## src/rtl/count_event_monitor_if.sv

```systemverilog
// Counter-sample inputs and timestamped-event drain port of count_event_monitor.
// The monitor uses the master view; the producer/consumer side uses slave.
interface count_event_monitor_if #(
  parameter int CNT_W = 4,
  parameter int TS_W  = 8,
  parameter int DEPTH = 4
);
  localparam int LVL_W = $clog2(DEPTH) + 1;

  logic [CNT_W-1:0] count_in;
  logic             match_en;
  logic [CNT_W-1:0] match_val;
  logic             evt_ready;
  logic             evt_valid;
  logic [2:0]       evt_flags;
  logic [CNT_W-1:0] evt_count;
  logic [TS_W-1:0]  evt_stamp;
  logic [LVL_W-1:0] fifo_level;
  logic             overflow;

  modport master (
    input  count_in, match_en, match_val, evt_ready,
    output evt_valid, evt_flags, evt_count, evt_stamp, fifo_level, overflow
  );

  modport slave (
    output count_in, match_en, match_val, evt_ready,
    input  evt_valid, evt_flags, evt_count, evt_stamp, fifo_level, overflow
  );
endinterface

```

## src/rtl/count_event_monitor.sv

```systemverilog
// Watches a small up-counter for match / wrap / clear events and queues
// timestamped records in a first-word-fall-through FIFO drained via valid/ready.

module count_event_detect #(
  parameter int CNT_W = 4
) (
  input  logic [CNT_W-1:0] cur_i,
  input  logic [CNT_W-1:0] prev_i,
  input  logic             prev_valid_i,
  input  logic             match_en_i,
  input  logic [CNT_W-1:0] match_val_i,
  output logic [2:0]       flags_o
);
  localparam logic [CNT_W-1:0] MAX = '1;

  logic changed;
  assign changed = prev_valid_i && (cur_i != prev_i);

  // flags = {clear, wrap, match}; a held value never re-triggers
  always_comb begin
    flags_o = '0;
    if (changed) begin
      flags_o[2] = (cur_i == '0) && (prev_i != MAX);
      flags_o[1] = (cur_i == '0) && (prev_i == MAX);
      flags_o[0] = match_en_i && (cur_i == match_val_i);
    end
  end
endmodule

module count_event_monitor #(
  parameter int CNT_W = 4,
  parameter int TS_W  = 8,
  parameter int DEPTH = 4
) (
  input  logic                 clock,
  input  logic                 reset,
  count_event_monitor_if.master evt_if
);
  localparam int PTR_W = $clog2(DEPTH);
  localparam int LVL_W = PTR_W + 1;
  localparam logic [LVL_W-1:0] FULL_LVL = LVL_W'(DEPTH);

  typedef struct packed {
    logic [2:0]       flags;
    logic [CNT_W-1:0] count;
    logic [TS_W-1:0]  stamp;
  } entry_t;

  logic [TS_W-1:0]  ts_q, ts_d;
  logic [CNT_W-1:0] prev_q, prev_d;
  logic             prev_valid_q, prev_valid_d;
  logic [PTR_W-1:0] rd_ptr_q, rd_ptr_d;
  logic [PTR_W-1:0] wr_ptr_q, wr_ptr_d;
  logic [LVL_W-1:0] level_q, level_d;
  logic             overflow_q, overflow_d;
  entry_t           mem_q [DEPTH];

  logic [2:0] flags;
  logic       push_req, push_ok, pop, valid;
  entry_t     new_entry, head;

  count_event_detect #(.CNT_W(CNT_W)) u_detect (
    .cur_i        (evt_if.count_in),
    .prev_i       (prev_q),
    .prev_valid_i (prev_valid_q),
    .match_en_i   (evt_if.match_en),
    .match_val_i  (evt_if.match_val),
    .flags_o      (flags)
  );

  assign valid     = (level_q != '0);
  assign pop       = valid && evt_if.evt_ready;
  assign push_req  = |flags;
  // a pop in the same cycle frees the slot the push lands in
  assign push_ok   = push_req && ((level_q != FULL_LVL) || pop);
  assign new_entry = '{flags: flags, count: evt_if.count_in, stamp: ts_q};

  always_comb begin
    ts_d         = ts_q + TS_W'(1);
    prev_d       = evt_if.count_in;
    prev_valid_d = 1'b1;
    rd_ptr_d     = pop     ? rd_ptr_q + PTR_W'(1) : rd_ptr_q;
    wr_ptr_d     = push_ok ? wr_ptr_q + PTR_W'(1) : wr_ptr_q;
    overflow_d   = overflow_q || (push_req && !push_ok);
    level_d      = level_q;
    case ({push_ok, pop})
      2'b10:   level_d = level_q + LVL_W'(1);
      2'b01:   level_d = level_q - LVL_W'(1);
      default: level_d = level_q;
    endcase
  end

  always_ff @(posedge clock) begin
    if (reset) begin
      ts_q         <= '0;
      prev_q       <= '0;
      prev_valid_q <= 1'b0;
      rd_ptr_q     <= '0;
      wr_ptr_q     <= '0;
      level_q      <= '0;
      overflow_q   <= 1'b0;
    end else begin
      ts_q         <= ts_d;
      prev_q       <= prev_d;
      prev_valid_q <= prev_valid_d;
      rd_ptr_q     <= rd_ptr_d;
      wr_ptr_q     <= wr_ptr_d;
      level_q      <= level_d;
      overflow_q   <= overflow_d;
    end
  end

  // Storage is not reset: level==0 already hides stale contents.
  always_ff @(posedge clock) begin
    if (!reset && push_ok) mem_q[wr_ptr_q] <= new_entry;
  end

  assign head = mem_q[rd_ptr_q];

  assign evt_if.evt_valid  = valid;
  assign evt_if.evt_flags  = valid ? head.flags : '0;
  assign evt_if.evt_count  = valid ? head.count : '0;
  assign evt_if.evt_stamp  = valid ? head.stamp : '0;
  assign evt_if.fifo_level = level_q;
  assign evt_if.overflow   = overflow_q;
endmodule

```

## src/flat_wrapper.sv

```systemverilog
// flat-port wrapper written by rule: the top's interface ports become plain ports
module count_event_monitor_flat 
#(
  parameter int CNT_W = 4,
  parameter int TS_W  = 8,
  parameter int DEPTH = 4
)
  (clock, reset, evt_if_count_in, evt_if_match_en, evt_if_match_val, evt_if_evt_ready, evt_if_evt_valid, evt_if_evt_flags, evt_if_evt_count, evt_if_evt_stamp, evt_if_fifo_level, evt_if_overflow);
  count_event_monitor_if #(.CNT_W(CNT_W), .TS_W(TS_W), .DEPTH(DEPTH)) evt_if_i ();
  input  logic clock;
  input  logic reset;
  input wire logic [$bits(evt_if_i.count_in)-1:0] evt_if_count_in;
  input wire logic [$bits(evt_if_i.match_en)-1:0] evt_if_match_en;
  input wire logic [$bits(evt_if_i.match_val)-1:0] evt_if_match_val;
  input wire logic [$bits(evt_if_i.evt_ready)-1:0] evt_if_evt_ready;
  output wire logic [$bits(evt_if_i.evt_valid)-1:0] evt_if_evt_valid;
  output wire logic [$bits(evt_if_i.evt_flags)-1:0] evt_if_evt_flags;
  output wire logic [$bits(evt_if_i.evt_count)-1:0] evt_if_evt_count;
  output wire logic [$bits(evt_if_i.evt_stamp)-1:0] evt_if_evt_stamp;
  output wire logic [$bits(evt_if_i.fifo_level)-1:0] evt_if_fifo_level;
  output wire logic [$bits(evt_if_i.overflow)-1:0] evt_if_overflow;
  assign evt_if_i.count_in = evt_if_count_in;
  assign evt_if_i.match_en = evt_if_match_en;
  assign evt_if_i.match_val = evt_if_match_val;
  assign evt_if_i.evt_ready = evt_if_evt_ready;
  assign evt_if_evt_valid = evt_if_i.evt_valid;
  assign evt_if_evt_flags = evt_if_i.evt_flags;
  assign evt_if_evt_count = evt_if_i.evt_count;
  assign evt_if_evt_stamp = evt_if_i.evt_stamp;
  assign evt_if_fifo_level = evt_if_i.fifo_level;
  assign evt_if_overflow = evt_if_i.overflow;
  count_event_monitor #(.CNT_W(CNT_W), .TS_W(TS_W), .DEPTH(DEPTH)) u_core (.clock(clock), .reset(reset), .evt_if(evt_if_i));
endmodule
```

## config.mk

```make
export PLATFORM = sky130hd
export DESIGN_NAME = count_event_monitor_flat
export DESIGN_NICKNAME = d
export VERILOG_FILES = /design/src/rtl/count_event_monitor_if.sv /design/src/rtl/count_event_monitor.sv /design/src/flat_wrapper.sv
export SDC_FILE = /design/constraint.sdc
export NUM_CORES = 1
export LEC_CHECK = 0
export ABC_AREA = 1
export CELL_PAD_IN_SITES_DETAIL_PLACEMENT = 0
export CELL_PAD_IN_SITES_GLOBAL_PLACEMENT = 2
export CORE_MARGIN = 2
export CORE_UTILIZATION = 39
export CTS_CLUSTER_DIAMETER = 150
export DETAILED_ROUTE_END_ITERATION = 16
export GPL_TIMING_DRIVEN = 0
export PLACE_DENSITY = 0.8
export SLEW_MARGIN = 0
export SYNTH_ARGS = -nofsm -noshare
export SYNTH_HDL_FRONTEND = slang
export SYNTH_HIERARCHICAL = 1
export SYNTH_SLANG_ARGS = --single-unit
```

## constraint.sdc

```tcl
create_clock -name clock -period 4.2 [get_ports clock]
set_input_delay 0.84 -clock clock [delete_from_list [all_inputs] [get_ports clock]]
set_output_delay 0.84 -clock clock [all_outputs]
set_load 0.01 [all_outputs]
```

---- Word level (Yosys, flattened, before mapping) ----
Memories as Yosys holds them, arrays and structs flattened. A register that Yosys moved wholly into a read port is not among the register bits.
Index checks and enable logic that the tools add are counted.
word-level totals
  register bits ........................... 21
  word-level logic and storage cells ...... 46
  memories ................................ 1
  output and inout port bits .............. 20
  RAM bits ................................ 60
  input bits .............................. 12
operators by class
  reductions and logical operators ........ 16
  add/sub/neg operators ................... 5
  eq/ne operators ......................... 7
  muxes and demuxes ....................... 10
memory list
  name          words  bits a word  read ports  clocked after memory_dff  write ports  line                       source
  u_core.mem_q  4      15           1           1                         1            count_event_monitor.sv:56  entry_t mem_q [DEPTH];
operators with widths
  cell                                                 count
  adder 8 x 1 -> 8 bit, second input constant          1
  logical AND 1 bit                                    8
  two-way mux 8 bit                                    1
  two-way mux 3 bit                                    2
  one-hot mux 3 bit (2 select lines)                   1
  adder 2 x 1 -> 2 bit, second input constant          2
  equality test 4 bit                                  1
  equality test 4 bit, second input constant           1
  zero test 4 bit                                      1
  two-way mux 2 bit                                    2
  two-way mux 4 bit                                    1
  inequality test 4 bit                                1
  inequality test 4 bit, second input constant         1
  adder 3 x 1 -> 3 bit, second input constant          1
  two-way mux 1 bit                                    3
  inequality test 3 bit, second input constant         1
  nonzero test 3 bit                                   1
  OR reduction 3 bit                                   1
  subtractor 3 x 1 -> 3 bit, second input constant     1
  equality test 2 x 1 -> 1 bit, second input constant  1
  equality test 2 bit, second input constant           1
  zero test 1 bit                                      2
  logical OR 1 bit                                     2
  nonzero test 2 bit                                   1

---- Longest topological paths before layout ----
  depth in word-level cells ............... 8
  gate-level depth with buffers ........... 19
  depth with buffers taken out ............ 19

---- By module ----
The synthesis kept the hierarchy.
modules (own cells, without submodules)
  module               times used  seq. area each (µm²)  cells an instance  area each (µm²)
  count_event_monitor  1           2,262.2               315                3,360.7
  count_event_detect   1           0.0                   50                 205.2

---- Least setup slack after synthesis ----
OpenSTA, ideal clock, no wires.
  path type ............................... input port to flip-flop
  from .................................... input port evt_if_count_in[1]
  to ...................................... memory u_core/mem_q[0][0] (netlist name) (enable)
  data required time ...................... 3,813 ps
  library setup time ...................... 387 ps
  slack ................................... 1,397 ps
  buffers on the path ..................... 0
  stages .................................. 9
  data arrival time ....................... 2,417 ps
  path through ............................ inv_1 -> nand2_1 -> nor3_2 -> o21ai_0 -> nor2_1 -> inv_1 -> nand2_1 -> nand3_1 -> nor2_1
between the ends
  cells in the longest elaborated chain, start to end .. 8
  elaborated cells between the ends (all ways) .. 13
  those cells by class .................... eq/ne: 2; mux: 3; reduce/logical: 8
RTL lines
  item                                                      line                                                  source
  from (decl)                                               flat_wrapper.sv:12                                    input wire logic [$bits(evt_if_i.count_in)-1:0] evt_if_count_in;
  inequality test 4 bit or zero test 4 bit (tied branches)  count_event_monitor.sv:17, count_event_monitor.sv:23
  logical AND 1 bit (on tied branches)                      count_event_monitor.sv:17, count_event_monitor.sv:23
  two-way mux 3 bit *                                       count_event_monitor.sv:22                             if (changed) begin
  net u_core.flags[2]                                       count_event_monitor.sv:58                             logic [2:0] flags;
  OR reduction 3 bit *                                      count_event_monitor.sv:73                             assign push_req = |flags;
  logical AND 1 bit *                                       count_event_monitor.sv:75                             assign push_ok = push_req && ((level_q != FULL_LVL) || pop);
  logical AND 1 bit *                                       count_event_monitor.sv:115                            if (!reset && push_ok) mem_q[wr_ptr_q] <= new_entry;
  two-way mux 1 bit *                                       count_event_monitor.sv:115
  two-way mux 1 bit (not written as such) *                 count_event_monitor.sv:115
  to (decl)                                                 count_event_monitor.sv:56
Mark *: on every way through the listed nets, which the timed path passes. The rest lies on a longest branch.

---- Worst setup path after layout ----
  from .................................... input port evt_if_count_in[0]
  to ...................................... memory u_core/mem_q[0][1] (netlist name) (enable)
between the ends
  cells in the longest elaborated chain, start to end .. 8
  elaborated cells between the ends (all ways) .. 13
  those cells by class .................... eq/ne: 2; mux: 3; reduce/logical: 8
RTL lines
  item                                                      line
  inequality test 4 bit or zero test 4 bit (tied branches)  count_event_monitor.sv:17, count_event_monitor.sv:24
  logical AND 1 bit (on tied branches)                      count_event_monitor.sv:17, count_event_monitor.sv:24
  two-way mux 3 bit *                                       count_event_monitor.sv:22
  net u_core.flags[1]                                       count_event_monitor.sv:58
  OR reduction 3 bit *                                      count_event_monitor.sv:73
  logical AND 1 bit *                                       count_event_monitor.sv:75
  logical AND 1 bit *                                       count_event_monitor.sv:115
  two-way mux 1 bit *                                       count_event_monitor.sv:115
  two-way mux 1 bit (not written as such) *                 count_event_monitor.sv:115
Marks and branches as above.

==> summary.md <==
| Metric | Value |
|---|---|
| Crit-path max FO | 8 |
| Most used standard cells in the synthesized netlist | 93 x sky130_fd_sc_hd__nor2_1, 60 x sky130_fd_sc_hd__edfxtp_1, 48 x sky130_fd_sc_hd__nand2_1 |
| Remaining number of nets flagged by the antenna check after routing | 0 |
| DIE AREA | 9920 um^2 |
| Standard-cell rows | 34 |
| Maximum number of pins on one net before global-route repair | 16 |
| Initial core utilization | 40.5% |
| FF-to-FF Start | u_core/prev_q[0] |
| EDFF count, synth | 60 |
| Layout overhead on the synthesized area | 20.1% |
| Count of instances resized after the clock tree is built | 0 |
| Initial antenna violation count | 0 |
| Run status | completed |
| Reg-to-reg slack, setup | 1380 ps |
| Number of DRC markers in iteration 0 | 124 |
| Post-route DRC violation count | 0 |
| Final hold violations | 0 |
| Most frequent cell after synthesis | sky130_fd_sc_hd__nor2_1 |
| CP required | 4260 ps |
| Power density cells | 512 nW/um^2 |
| Number of post-CTS setup repair buffers | 0 |
| Cell area after layout | 4280 um^2 |
| Post-Syn Instances | 365 |
| Startpoint of the worst hold path | u_core/evt_if.overflow |
| End point of the most critical hold path | u_core/evt_if.overflow |
| Endpoint type of the worst setup path | register |
| Biggest area contributors in the synthesized netlist | sky130_fd_sc_hd__edfxtp_1 51%, sky130_fd_sc_hd__dfxtp_1 13%, sky130_fd_sc_hd__nor2_1 9.8%, sky130_fd_sc_hd__nand2_1 5.1%, sky130_fd_sc_hd__inv_1 3.6% |
| Fin Hold WS | 454 ps |
| Min-delay worst type | reg2reg |
| WL per Instance | 14.3 um |
| Fraction of synthesized cell area taken by the top area cell type | 50.5% |
| Maximum clock frequency | 270 MHz |
| Sequential-to-total area share from yosys stat | 63.4% |
| Async S/R FF share, synth | 0% |
| Remaining Overflow, GRT | 0 |
| Max Buffers Root-to-Sink | 2 |
| Syn avg cell area | 9.77 um^2 |
| Post-layout min period | 3700 ps |
| Netlist area before placement | 3570 um^2 |
| Crit Path Class | in2reg |
| Endpoint of the most critical register-to-register path | u_core/mem_q[0][1] |
| Post-synthesis net count | 384 |
| Clock-pin slew on the worst setup and hold paths | 80 ps |
| Total clock sinks | 83 |
| Count of different cell masters after synthesis | 21 |
| Count of max-cap constraint violations | 0 |
| Leakage power | 0.00164 uW |
| Arrival time worst endpoint | 3760 ps |
| Final cycle utilization of the critical path | 88.0% |
| Clock tree skew after final layout | 6.92 ps |
| Setup TNS | 0 ps |
| Vias in the first global route | 2,411 |
| Vias per Instance | 4.73 |
| Setup violation total in the final timing report | 0 |
| Critical path startpoint category | primary input |
| Routed WL | 7.44 mm |
| Number of inserted diodes | 0 |
| Cells on worst reg2reg path | 12 |
| Launching instance or port of the critical path | evt_if_count_in[0] |
| Most common flop cell mapped by yosys | sky130_fd_sc_hd__edfxtp_1 |
| Post-CTS Hold Buffers | 0 |
| Number of iterations in the first detailed-routing pass | 4 |
| Worst supply voltage drop on vdd | 0.223 mV |
| Cts bufs inserted | 9 |
| Number of synthesis warnings | 6 |
| Total global-route track usage | 16.3% |
| Clock tree from TritonCTS | built |
| Clock H-tree levels | 3 |
| Setup repair after global routing missed its margin | false |
| Largest area contributor in the netlist | sky130_fd_sc_hd__edfxtp_1 |
| Placed Instance Area | 4020 um^2 |
| Flops & latches, synth | 83 |
| Wire length of the first global-routing pass | 12.2 mm |
| Detailed-placement wirelength estimate | 4.82 mm |
| Tightest slew margin relative to the limit | 38.5% |
| Area inside the core boundary | 8810 um^2 |
| Skew-Pair Late Insertion Delay | 350 ps |
| Die height | 99.6 um |
| Count of nets after finishing | 426 |
| Hold-critical path depth | 2 |
| Input/output buffers | 30 |
| Count of vias placed by the detailed router | 2,458 |
| Fraction of layout instances using a drive strength above 1 | 10.7% |
| Worst Tran Pin Value | 922 ps |
| GPL Wtd Cong | 0.745 |
| Number of inserted filler cells in the final layout | 812 |
| Die Wd | 99.6 um |
| Master cell of the clock root buffer | sky130_fd_sc_hd__clkbuf_8 |
| Top-level I/O count | 32 |
| Total count of max-transition violations in the final report | 0 |
per-stage QoR:
step | std cells | utilization (%) | total power, uW | setup slack, ps
finish | 520 | 48.7 | 2190 | 503
global route | 520 | 48.7 | 2310 | 172
CTS | 520 | 48.7 | 2210 | 512
detailed placement | 504 | 45.7 | 1470 | 136
global placement | 503 | 45.4 | 1470 | -185
floorplan | 365 | - | 1230 | 1400
power breakdown:
group / internal [uW] / switching, uW / total [uW]
combinational: 233 / 296 / 529
clock: 457 / 286 / 743
sequential: 895 / 24.3 / 920
total: 1590 / 606 / 2190
per-layer routing:
layer | track usage [%] | vias to the layer above | wire length (um)
met5 | 0 | - | 0
met4 | 6.43 | 0 | 147
met3 | 3.58 | 11 | 304
met2 | 26.7 | 52 | 3480
met1 | 21.2 | 1120 | 3510
li1 | - | 1275 | -
state kept, by name, summed over array words and instances, names as in the netlist, named ones only:
signal,cells
u_core/mem_q,60
u_core/ts_q,8
u_core/prev_q,4
u_core/evt_if.fifo_level,3
u_core/rd_ptr_q,2
u_core/wr_ptr_q,2
u_core/evt_if.overflow,1
u_core/prev_valid_q,1
final cells by class:
type | instances | area, um^2 | share of cell area, %
plain buffers | 12 | 100 | 2.34
clock buffers | 10 | 128 | 2.98
clock inverters | 6 | 136 | 3.18
inverters | 41 | 154 | 3.59
multi-input cells | 229 | 1060 | 24.7
flip-flops and latches | 83 | 2260 | 52.8
well taps | 108 | 135 | 3.15
repair buffers | 31 | 312 | 7.27
logic make-up (layout without fill, tap and decap cells):
family / Yosys count / count (layout) / synth area share (%)
AOI/OAI and AO/OA: 62 / 62 / 8.81
adders and majority gates: 7 / 7 / 2.67
and+or+nand+nor: 159 / 159 / 17.7
buffers and inverters: 53 / 100 / 7.12
DFF: 83 / 83 / 63.4
xor gates and xnor gates: 1 / 1 / 0.246
how the worst max path moves through the flow:
stage / end / depth (start not counted) / slack [ps]
after floorplan: u_core/mem_q[0][0] / 9 / 1400
after global placement: u_core/mem_q[3][13] / 12 / -180
after detailed placement: u_core/mem_q[0][13] / 12 / 140
after CTS: u_core/mem_q[0][1] / 12 / 510
after global routing: u_core/mem_q[0][1] / 13 / 170
final: u_core/mem_q[0][1] / 13 / 500
cells in the final DEF, fill, tap and decap left out, types with 2 or more instances in the layout:
cell type / count
sky130_fd_sc_hd__ha_1: 6
sky130_fd_sc_hd__clkdlybuf4s50_1: 30
sky130_fd_sc_hd__nand3_1: 12
sky130_fd_sc_hd__a21oi_1: 25
sky130_fd_sc_hd__bufinv_16: 4
sky130_fd_sc_hd__inv_2: 7
sky130_fd_sc_hd__nand2_2: 2
sky130_fd_sc_hd__o21ai_0: 11
sky130_fd_sc_hd__edfxtp_1: 60
sky130_fd_sc_hd__dfxtp_1: 23
sky130_fd_sc_hd__nor2_1: 90
sky130_fd_sc_hd__o21ai_1: 25
sky130_fd_sc_hd__clkbuf_8: 9
sky130_fd_sc_hd__buf_4: 6
sky130_fd_sc_hd__buf_2: 2
sky130_fd_sc_hd__buf_6: 5
sky130_fd_sc_hd__nand2_1: 48
sky130_fd_sc_hd__nor2_2: 5
sky130_fd_sc_hd__inv_1: 34
worst max-delay path, stage by stage:
cell and delay (ps):
sky130_fd_sc_hd__clkdlybuf4s50_1 550, sky130_fd_sc_hd__inv_1 190, sky130_fd_sc_hd__nand2_1 60, sky130_fd_sc_hd__nand2_1 80
sky130_fd_sc_hd__nor2_1 40, sky130_fd_sc_hd__nand2_1 60, sky130_fd_sc_hd__nand2_2 60, sky130_fd_sc_hd__nor2_1 320
sky130_fd_sc_hd__nor2_1 100, sky130_fd_sc_hd__nand2_1 250, sky130_fd_sc_hd__nand3_1 230, sky130_fd_sc_hd__nor2_1 710
sky130_fd_sc_hd__buf_6 250
Power figures use the tool's default switching activity.
